===== config.mk =====
export PLATFORM = sky130hd
export DESIGN_NAME = keypad_entry_ctrl
export DESIGN_NICKNAME = d
export VERILOG_FILES = /design/src/rtl/keypad_entry_ctrl.sv
export SDC_FILE = /design/constraint.sdc
export NUM_CORES = 1
export LEC_CHECK = 0
export CAP_MARGIN = 20
export CELL_PAD_IN_SITES_DETAIL_PLACEMENT = 0
export CELL_PAD_IN_SITES_GLOBAL_PLACEMENT = 2
export CORE_MARGIN = 2
export CORE_UTILIZATION = 43
export CTS_BUF_LIST = sky130_fd_sc_hd__clkbuf_8
export CTS_CLUSTER_SIZE = 8
export DETAILED_ROUTE_END_ITERATION = 12
export DONT_BUFFER_PORTS = 1
export PLACE_DENSITY = 0.78
export SLEW_MARGIN = 20
export SYNTH_ARGS = -nofsm -noshare
export SYNTH_HDL_FRONTEND = slang
export SYNTH_SLANG_ARGS = --single-unit

===== constraint.sdc =====
create_clock -name clk -period 2.95 [get_ports clk]
set_input_delay 0.4425 -clock clk [delete_from_list [all_inputs] [get_ports clk]]
set_output_delay 0.4425 -clock clk [all_outputs]
set_load 0.02 [all_outputs]

===== src/rtl/keypad_entry_ctrl.sv =====
// 3x4 keypad scanner, whole-scan debouncer and 4-digit BCD entry buffer.
// Define KEYPAD_BACKSPACE_EN to make '*' delete the newest digit instead of clearing.
module keypad_entry_ctrl #(
  parameter int SCAN_DIV  = 1000,
  parameter int DEB_SCANS = 3
) (
  input  logic        clk,
  input  logic        rst,
  input  logic [3:0]  key_row,
  output logic [2:0]  key_col,
  output logic [3:0]  key_code,
  output logic        key_valid,
  output logic        key_held,
  output logic [15:0] digits,
  output logic [2:0]  digit_cnt,
  output logic        entry_valid,
  output logic [15:0] entry_value,
  output logic [2:0]  entry_len,
  output logic        entry_err
);

  localparam int CW = (SCAN_DIV > 2) ? $clog2(SCAN_DIV) : 1;
  localparam int SW = $clog2(DEB_SCANS + 1);
  localparam logic [CW-1:0] TC  = CW'(SCAN_DIV - 1);
  localparam logic [SW-1:0] DEB = SW'(DEB_SCANS);

  localparam logic [3:0] SN   = 4'd0;
  localparam logic [3:0] STAR = 4'd1;
  localparam logic [3:0] HASH = 4'd2;
  localparam logic [3:0] K0   = 4'd3;
  localparam logic [3:0] K1   = 4'd4;
  localparam logic [3:0] K2   = 4'd5;
  localparam logic [3:0] K3   = 4'd6;
  localparam logic [3:0] K4   = 4'd7;
  localparam logic [3:0] K5   = 4'd8;
  localparam logic [3:0] K6   = 4'd9;
  localparam logic [3:0] K7   = 4'd10;
  localparam logic [3:0] K8   = 4'd11;
  localparam logic [3:0] K9   = 4'd12;

  typedef enum logic [1:0] {C2, C1, C0} scan_t;
  typedef enum logic {IDLE, HELD} key_t;

  scan_t scan_st, scan_nx;
  key_t  key_st, key_nx;

  logic [CW-1:0] cnt;
  logic [3:0]    cand;
  logic [3:0]    last_result;
  logic [SW-1:0] stab;
  logic [SW-1:0] stab_nx;
  logic [3:0]    col_hit;
  logic [3:0]    result;
  logic          tc;
  logic          done;
  logic          fire;

  // Top row has priority within a column.
  function automatic logic [3:0] col_code(
    input logic [3:0] row,
    input logic [3:0] c3,
    input logic [3:0] c2,
    input logic [3:0] c1,
    input logic [3:0] c0
  );
    logic [3:0] code;
    code = SN;
    priority case (1'b1)
      row[3]:  code = c3;
      row[2]:  code = c2;
      row[1]:  code = c1;
      row[0]:  code = c0;
      default: code = SN;
    endcase
    return code;
  endfunction

  assign tc   = (cnt == TC);
  assign done = tc && (scan_st == C0);

  always_comb begin
    scan_nx = scan_st;
    key_col = 3'b100;
    col_hit = SN;
    unique case (scan_st)
      C2: begin
        key_col = 3'b100;
        col_hit = col_code(key_row, K1, K4, K7, STAR);
        if (tc) scan_nx = C1;
      end
      C1: begin
        key_col = 3'b010;
        col_hit = col_code(key_row, K2, K5, K8, K0);
        if (tc) scan_nx = C0;
      end
      C0: begin
        key_col = 3'b001;
        col_hit = col_code(key_row, K3, K6, K9, HASH);
        if (tc) scan_nx = C2;
      end
      default: begin
        key_col = 3'b100;
        scan_nx = C2;
      end
    endcase
  end

  // Earlier columns in the scan keep their candidate.
  always_comb begin
    result = col_hit;
    if (scan_st != C2 && cand != SN) result = cand;
  end

  always_comb begin
    stab_nx = SW'(1);
    if (result == last_result)
      stab_nx = (stab == DEB) ? stab : stab + SW'(1);
  end

  always_comb begin
    key_nx = key_st;
    fire   = 1'b0;
    if (done && stab_nx == DEB) begin
      if (result != SN) begin
        if (key_st == IDLE || result != key_code) begin
          fire   = 1'b1;
          key_nx = HELD;
        end
      end else begin
        key_nx = IDLE;
      end
    end
  end

  assign key_held = (key_st == HELD);

  always_ff @(posedge clk or posedge rst) begin
    if (rst) begin
      scan_st <= C2;
      key_st  <= IDLE;
    end else begin
      scan_st <= scan_nx;
      key_st  <= key_nx;
    end
  end

  always_ff @(posedge clk or posedge rst) begin
    if (rst) begin
      cnt         <= '0;
      cand        <= SN;
      last_result <= SN;
      stab        <= '0;
      key_code    <= SN;
      key_valid   <= 1'b0;
    end else begin
      key_valid <= 1'b0;
      cnt       <= tc ? '0 : cnt + CW'(1);
      if (tc) cand <= result;
      if (done) begin
        last_result <= result;
        stab        <= stab_nx;
      end
      if (fire) begin
        key_code  <= result;
        key_valid <= 1'b1;
      end
    end
  end

  always_ff @(posedge clk or posedge rst) begin
    if (rst) begin
      digits      <= '0;
      digit_cnt   <= '0;
      entry_valid <= 1'b0;
      entry_value <= '0;
      entry_len   <= '0;
      entry_err   <= 1'b0;
    end else begin
      entry_valid <= 1'b0;
      entry_err   <= 1'b0;
      if (key_valid) begin
        if (key_code == HASH) begin
          entry_value <= digits;
          entry_len   <= digit_cnt;
          entry_valid <= 1'b1;
          digits      <= '0;
          digit_cnt   <= '0;
        end else if (key_code == STAR) begin
`ifdef KEYPAD_BACKSPACE_EN
          if (digit_cnt != 3'd0) begin
            digits    <= {4'h0, digits[15:4]};
            digit_cnt <= digit_cnt - 3'd1;
          end
`else
          digits    <= '0;
          digit_cnt <= '0;
`endif
        end else if (key_code >= K0) begin
          if (digit_cnt == 3'd4) begin
            entry_err <= 1'b1;
          end else begin
            digits    <= {digits[11:0], key_code - K0};
            digit_cnt <= digit_cnt + 3'd1;
          end
        end
      end
    end
  end

endmodule


==> out/qor.txt, run 1 <==
status = finished, final reports clean
post-synthesis async set-or-reset flop share = 100.0%
max_cap viols = 0
Setup WS pre-CTS = 0.3569 ns
routed via count = 2055
DRT antenna net count = 0
DR WL/cell = 15.40 um
cell with the most instances after synthesis = dfrtp_1
Max VDD drop = 342.7 uV
Clock transition at path regs = 0.08 ns
Net Count, Synth = 289
PwrDens = 498.0 nW/um^2
total die area = 8201 um^2
Slew @ Worst Pin = 0.9686 ns
Final Setup Violations = 0
synthesized area = 3222 um^2
fill cell count = 699
max-slew violation count = 0
Setup CP Type = flop to flop
hold slack final = 0.1306 ns
clk sink count = 68
cell accounting for the most synthesized area = dfrtp_1
cell count after synthesis = 275
Worst Setup SP = key_code[2]
clock tree root driver cell = clkbuf_8
total grt overflow = 0
height of the die = 90.56 um
DRC = 0
CP Capture Point = digits[3]
CP startpoint kind = flop
Core Region = 7253 um^2
Reg2Reg Depth = 5
share of cells above drive strength 1 = 22.49%
clk_lat worst skew = 0.34 ns
Hold Buf Count CTS = 0
Synth cell types = 53
number of global-route vias before repair = 2040
post-synthesis sequential area ratio = 52.82%
crit end category = flop
post-CTS repair timing setup buffer count = 0
Synth top cells by count = 68 x dfrtp_1, 21 x mux2_2, 20 x nor2_1
FF-to-FF End = digits[3]
Worst Slack Setup Final = 0.3771 ns
Setup TNS Final = 0 ns
yosys warns = 0
Iteration-0 DRC Markers = 58
RR Startpoint = key_code[2]
Hold Fails Final Rpt = 0
flops & latches, synth = 68
CTS resizes = 0
CTS Buf Count = 9
I/O Buffers = 0
clk_skew = 0.008188 ns
total track usage = 15.65%
Reg area = 1702 um^2
unrepaired setup endpoints after global routing = no
first-pass GRT wire length = 10180 um
Die Span X = 90.56 um
IO Pins = 55
fin crit period = 2.573 ns
crit share post-route = 87.22%
Req. time, crit path = 3.18 ns
GPL Wtd Cong = 0.8138
H-Tree Depth = 3
Max Clk Rate = 388.7 MHz
Vias/cell = 5.296
dpl cell area = 3362 um^2
Worst Hold Class = input port to async pin
DP Wirelength = 4309 um
DRT Pass-1 Iters = 4
P_leak = 1.669 nW
top-area cell type share of the netlist area = 52.82%
initial antenna violation count = 0
row cnt = 31
Syn Area/Cell = 11.72 um^2
number of synthesized flops with an enable pin = 0
Primary FF master, synth = dfrtp_1
largest net degree at the start of global routing = 42
area delta synth->final = 10.76%
crit path max fanout = 21
final net count = 298
dominant cells by area after synthesis = dfrtp_1 53%, mux2_2 7.3%, a22o_1 4.6%
Critical Path AT = 2.80 ns
Final Cell Area = 3568 um^2
CTS tree = built
Final Core Density = 49.20%
antenna diode count = 0
WL final = 5977 um
CTS Buffer Depth = 2
setup slack, reg-to-reg = 0.38 ns
multi-input logic area = 1416 um^2
Initial Util = 44.42%
max_slew headroom = 35.22%
-- per-layer routing --
| layer | part of all wire (%) | track usage (%) |
|---|---|---|
| met3 | 4.9 | 5.426 |
| met1 | 48 | 21.63 |
| met5 | 0 | 0 |
| met2 | 45 | 22.76 |
| met4 | 1.5 | 5.769 |
-- layout make-up --
type,count,share of cell area (%)
tap,99,3.471
sequential,68,47.69
timing repair buffer,8,1.683
multi-input combinational,181,39.69
inverter,16,1.683
clock buffer,9,3.471
clock inverter,7,2.314
-- where the power goes --
group	switching, mW	internal, mW
registers	0	0.931
logic	0.0359	0.0199
clock network	0.386	0.405
-- through the flow --
stage               instances  total power, mW
finish                    388            1.777
global route              388            1.857
CTS                       388            1.815
detailed placement        372            1.007
global placement          372            1.008
floorplan                 275           0.9933
-- worst max-delay path, cell delays in order (launching register included) --
cell	delay, ns
dfrtp_1	0.52
nor2_1	0.34
a21bo_2	0.22
a21oi_2	0.13
a31oi_2	0.84
mux2_2	0.41
-- layout by cell type, fill, tap and decap left out, types with 3 or more instances in the layout --
master and n:
a22o_1 17, nor2_1 20, inv_1 15, o21ai_0 12
mux2_2 21, dfrtp_1 68, clkbuf_8 9, a21oi_1 14
inv_6 3, nand4_1 3, nand3_1 6, ha_1 8
xnor2_1 7, nand2_1 14, buf_4 8, a211oi_1 3
nor2b_1 6, mux2i_1 5, xor2_1 5
-- worst min path at each step --
stage,slack [ns],startpoint,end,depth (start not counted)
floorplan,0.45,cnt[9],cnt[9],1
global placement,0.47,cnt[9],cnt[9],1
detailed placement,0.47,cnt[9],cnt[9],1
CTS,0.14,rst,entry_value[8],1
global route,0.19,rst,entry_value[0],1
finish,0.13,rst,entry_value[8],1
-- state kept, by name (all words and copies together), names as in the netlist --
| signal | flops |
|---|---|
| digits | 16 |
| entry_value | 16 |
| cnt | 10 |
| cand | 4 |
| key_code | 4 |
| last_result | 4 |
| digit_cnt | 3 |
| entry_len | 3 |
| scan_st | 2 |
| stab | 2 |
| entry_err | 1 |
| entry_valid | 1 |
| key_held | 1 |
| key_valid | 1 |
-- cells by family (layout without fill, tap and decap cells) --
kind of cell	after synthesis	after routing	synth area share, %
adder cells (fa/ha/maj)	8	8	3.107
AO/OA/AOI/OAI	68	68	16.82
XOR/XNOR	12	12	3.262
AND/OR/NAND/NOR	66	66	11.34
flip-flops	68	68	52.82
buffers and inverters	26	40	3.418
multiplexers	27	27	9.243
No activity file was read; power rests on OpenSTA's default activity.
==> run 2: changes to the inputs <==
- BUFFER_PORTS_ARGS: unset -> -buffer_cell sky130_fd_sc_hd__buf_2
- CORE_UTILIZATION: 43 -> 38
- DONT_BUFFER_PORTS: 1 -> unset
==> run 2 against run 1 <==
  * Routed wire length rose by 10%
  * Maximum frequency rose by 2.4%
  * First-iteration DRC count rose by 62%
  * Power fell by 1.1%
  * Cell count rose by 15%
  * Clock-buffer cell count did not move
  * Global-route usage rose by 0.059 points
  * Largest cell class unchanged
  * Sequential cell count did not move
  * Die area rose by 13%
  * Critical path depth rose by 4
  * Register-to-register slack improved by 0.06 ns
  * Setup slack improved by 0.061 ns
==> out/qor.txt, run 2 (same netlist as run 1, synthesis figures left out) <==
status = finished, final reports clean
Setup WS pre-CTS = 0.4304 ns
unrepaired setup endpoints after global routing = no
max_cap viols = 0
Critical Path AT = 2.73 ns
Setup TNS Final = 0 ns
H-Tree Depth = 3
post-CTS repair timing setup buffer count = 0
total grt overflow = 0
DRT Pass-1 Iters = 4
total track usage = 15.71%
most frequent cells in the layout = 68 x dfrtp_1, 54 x buf_2, 21 x mux2_2, 20 x nor2_1, 17 x a22o_1
total die area = 9231 um^2
fin crit period = 2.512 ns
P_leak = 1.943 nW
crit end category = flop
share of cells above drive strength 1 = 34.12%
biggest regs = digits: 16 flops, entry_value: 16 flops, cnt: 10 flops
CP startpoint kind = flop
CTS resizes = 0
CTS tree = built
largest net degree at the start of global routing = 39
height of the die = 96.08 um
first-pass GRT wire length = 10940 um
Hold Buf Count CTS = 0
DRC = 0
number of global-route vias before repair = 2114
Hold Fails Final Rpt = 0
max_slew headroom = 32.29%
crit path max fanout = 8
area delta synth->final = 18.83%
Worst Setup SP = scan_st[0]
Initial Util = 39.21%
DRT antenna net count = 0
routed via count = 2234
Max Clk Rate = 398.2 MHz
Iteration-0 DRC Markers = 94
CTS Buffer Depth = 2
Max VDD drop = 254.9 uV
antenna diode count = 0
Clock transition at path regs = 0.07 ns
clk sink count = 68
I/O Buffers = 54
GPL Wtd Cong = 0.7889
Slew @ Worst Pin = 1.012 ns
crit share post-route = 85.14%
commonest non-fill, non-tap cell in the layout = dfrtp_1
Core Region = 8217 um^2
Worst Hold Class = input port to async pin
IO Pins = 55
clock tree root driver cell = clkbuf_8
RR Startpoint = scan_st[0]
Final Setup Violations = 0
Worst Slack Setup Final = 0.4385 ns
CTS Buf Count = 9
fill cell count = 792
initial antenna violation count = 0
Vias/cell = 5.020
final net count = 349
DP Wirelength = 4700 um
clk_skew = 0.01130 ns
DR WL/cell = 14.81 um
Req. time, crit path = 3.17 ns
PwrDens = 459.1 nW/um^2
clk_lat worst skew = 0.34 ns
Setup CP Type = flop to flop
Die Span X = 96.08 um
WL final = 6589 um
max-slew violation count = 0
row cnt = 33
run 2: cell types whose count changed in the layout (fill, tap and decap cells not counted), sizes merged:
cell      previous run  this run
clkinv               0         5
clkinvlp             2         0
buf                  8        59
inv                 20        17
run 2: cell type report:
type	count	area, um^2	area share [%]
Clock buffer	9	123.9	3.235
Clock inverter	7	75.07	1.961
Inverter	16	60.06	1.569
Multi-Input combinational cell	181	1416	36.99
Sequential cell	68	1702	44.44
Tap cell	105	131.4	3.431
Timing Repair Buffer	59	320.3	8.366
run 2: metal layers:
layer / global-route usage (%) / vias up / routed length, um
li1: - / 1101 / -
met1: 23.46 / 1082 / 3292
met2: 21.93 / 39 / 2961
met3: 3.132 / 12 / 229
met4: 6.786 / 0 / 106
met5: 0 / - / 0
run 2: worst max-delay path, cell delays in order (launching register included):
cell,delay (ns)
dfrtp_1,0.41
inv_1,0.09
ha_1,0.31
or2_4,0.30
o2bb2ai_2,0.23
a2bb2oi_4,0.26
xnor2_1,0.12
nor2_1,0.15
nand4_1,0.17
mux2_1,0.35
run 2: metrics by stage:
stage / hold WS, ns / total power [mW] / cell area [um^2] / utilization [%] / instances
after global routing: 0.2557 / 1.851 / 3829 / 46.60 / 445
after global placement: 0.4747 / 1.014 / 3630 / 44.18 / 429
final: 0.2040 / 1.758 / 3829 / 46.60 / 445
after CTS: 0.2181 / 1.790 / 3829 / 46.60 / 445
after detailed placement: 0.4716 / 1.015 / 3630 / 44.18 / 429
after floorplan: 0.4454 / 0.9933 / 3222 / - / 275
run 2: power by group:
part           leakage, nW  total (mW)  internal [mW]  switching, mW
clock network        0.104       0.764          0.394          0.369
registers            0.884       0.931          0.931              0
logic                0.956      0.0627         0.0220         0.0407
run 2: final timing paths:
| path | slack (ns) | endpoint | cells past startpoint |
|---|---|---|---|
| hold / removal | 0.20 | cnt[2] | 2 |
| setup / recovery | 0.44 | key_held | 9 |
| max in group asynchronous | 2.10 | entry_value[8] | 3 |
| hold reg to reg | 0.48 | cnt[9] | 1 |
| min in group clk | 0.48 | cnt[9] | 1 |
| setup reg to reg | 0.44 | key_held | 9 |
==> run 3: changes to the inputs <==
- CORE_UTILIZATION: 38 -> 41
- PLACE_DENSITY: 0.78 -> 0.84
- clock period: 2.95 -> 2.9 ns (I/O delays scaled with it)
==> run 3 against run 2 <==
  * Cell count is 0.22% lower
  * Setup slack worse by 0.024 ns
  * Sequential share of layout area is 0.13 points lower
  * Critical path type unchanged
  * Register-to-register slack worse by 0.02 ns
  * Clock-buffer cell count stayed put
  * Routed wire length is 2.3% lower
  * Global-route usage is 0.65 points higher
  * Hold slack better by 0.0015 ns
  * Clock power is 3.4% higher
  * Largest power group unchanged
  * Utilization is 3.4 points higher
==> out/qor.txt, run 3 (same netlist as run 1, synthesis figures left out) <==
clk_skew = 0.008046 ns
clock tree root driver cell = clkbuf_8
area delta synth->final = 19.18%
commonest non-fill, non-tap cell in the layout = dfrtp_1
fin crit period = 2.486 ns
Critical Path AT = 2.72 ns
Vias/cell = 5.115
Setup CP Type = flop to flop
total grt overflow = 0
crit-path cells = inv_1 > ha_1 > o21bai_2 > a2111oi_4 > mux2i_1 > and4bb_4 > nand3_4 > mux2i_1
Setup TNS Final = 0 ns
setup slack, reg-to-reg = 0.41 ns
share of cells above drive strength 1 = 34.50%
height of the die = 92.65 um
P_leak = 1.952 nW
first-pass GRT wire length = 10940 um
I/O Buffers = 54
total track usage = 16.37%
Die Span X = 92.65 um
Clock transition at path regs = 0.08 ns
DRT Pass-1 Iters = 4
DRT antenna net count = 0
WL final = 6436 um
unrepaired setup endpoints after global routing = no
initial antenna violation count = 0
CP peak stage delay = 0.42 ns
antenna diode count = 0
Reg2Reg Depth = 8
largest net degree at the start of global routing = 36
CTS tree = built
Max Clk Rate = 402.3 MHz
status = finished, final reports clean
clk sink count = 68
CTS Buffer Depth = 2
post-CTS repair timing setup buffer count = 0
Max VDD drop = 199.5 uV
RR Startpoint = scan_st[0]
row cnt = 32
H-Tree Depth = 3
max-slew violation count = 0
total die area = 8583 um^2
FF-to-FF End = key_code[3]
Final Core Density = 49.95%
Req. time, crit path = 3.13 ns
Final Instance Count excl. Fillers = 444
Final Setup Violations = 0
CTS resizes = 0
most frequent CP cell = mux2i_1
routed via count = 2271
Hold Buf Count CTS = 0
crit end category = flop
max_slew headroom = 35.03%
Worst Hold Class = input port to async pin
GPL Wtd Cong = 0.8024
placed cells = 428
DRC = 0
Core Region = 7687 um^2
clk_lat worst skew = 0.35 ns
crit path max fanout = 8
most frequent cells in the layout = 68 x dfrtp_1, 54 x buf_2, 21 x mux2_2, 20 x nor2_1, 17 x a22o_1
Worst Setup SP = scan_st[0]
hold slack final = 0.2055 ns
crit share post-route = 85.72%
DP Wirelength = 4579 um
number of global-route vias before repair = 2163
CTS Buf Count = 9
Hold Fails Final Rpt = 0
Slew @ Worst Pin = 0.9715 ns
max_cap viols = 0
biggest regs = digits: 16 flops, entry_value: 16 flops, cnt: 10 flops
fill cell count = 731
Initial Util = 41.91%
final net count = 351
DR WL/cell = 14.50 um
PwrDens = 469.6 nW/um^2
total power = 1.803 mW
slowest CP cell = dfrtp_1
CP startpoint kind = flop
Iteration-0 DRC Markers = 51
IO Pins = 55
## run 3: worst max-delay path: cells and delay by family, from the launching register on
family	cells	cell delay [ns]
AOI/OAI and AO/OA	2	0.62
adders and majority gates	1	0.34
buffers and inverters	1	0.12
DFF	1	0.42
muxes	2	0.47
and+or+nand+nor	2	0.41
## run 3: worst max path at each step
| stage | endpoint | slack [ns] | cells after the start |
|---|---|---|---|
| final | key_code[3] | 0.41 | 8 |
| after detailed placement | key_code[0] | 0.45 | 8 |
| after global placement | key_code[0] | 0.52 | 8 |
| after global routing | key_code[3] | 0.14 | 8 |
| after floorplan | key_code[1] | 0.65 | 10 |
| after CTS | key_code[3] | 0.43 | 8 |
## run 3: routing by layer
| layer | vias to the layer above | wire length, um | global-route usage (%) |
|---|---|---|---|
| met5 | - | 0 | 0 |
| met4 | 0 | 135 | 7.721 |
| met3 | 11 | 203 | 3.255 |
| met2 | 46 | 2809 | 23.97 |
| met1 | 1103 | 3287 | 23.38 |
| li1 | 1111 | - | - |
## run 3: metrics by stage
step	setup slack [ns]	instance area, um^2
floorplan	0.6518	3222
global placement	0.5165	3641
detailed placement	0.4498	3641
CTS	0.4258	3840
global route	0.1428	3840
finish	0.4143	3840
## run 3: layout make-up
class	instances	area [um^2]	share of cell area (%)
clock buffer	9	123.9	3.226
clock inverter	7	75.07	1.955
inverter	16	60.06	1.564
multi-input combinational	181	1416	36.89
sequential	68	1702	44.31
tap	102	127.6	3.324
timing repair buffer	61	335.3	8.733
## run 3: where the power goes
| group | switching, mW | internal [mW] |
|---|---|---|
| Combinational | 0.0418 | 0.0243 |
| Sequential | 0 | 0.947 |
| Clock | 0.389 | 0.401 |
| Total | 0.430 | 1.37 |
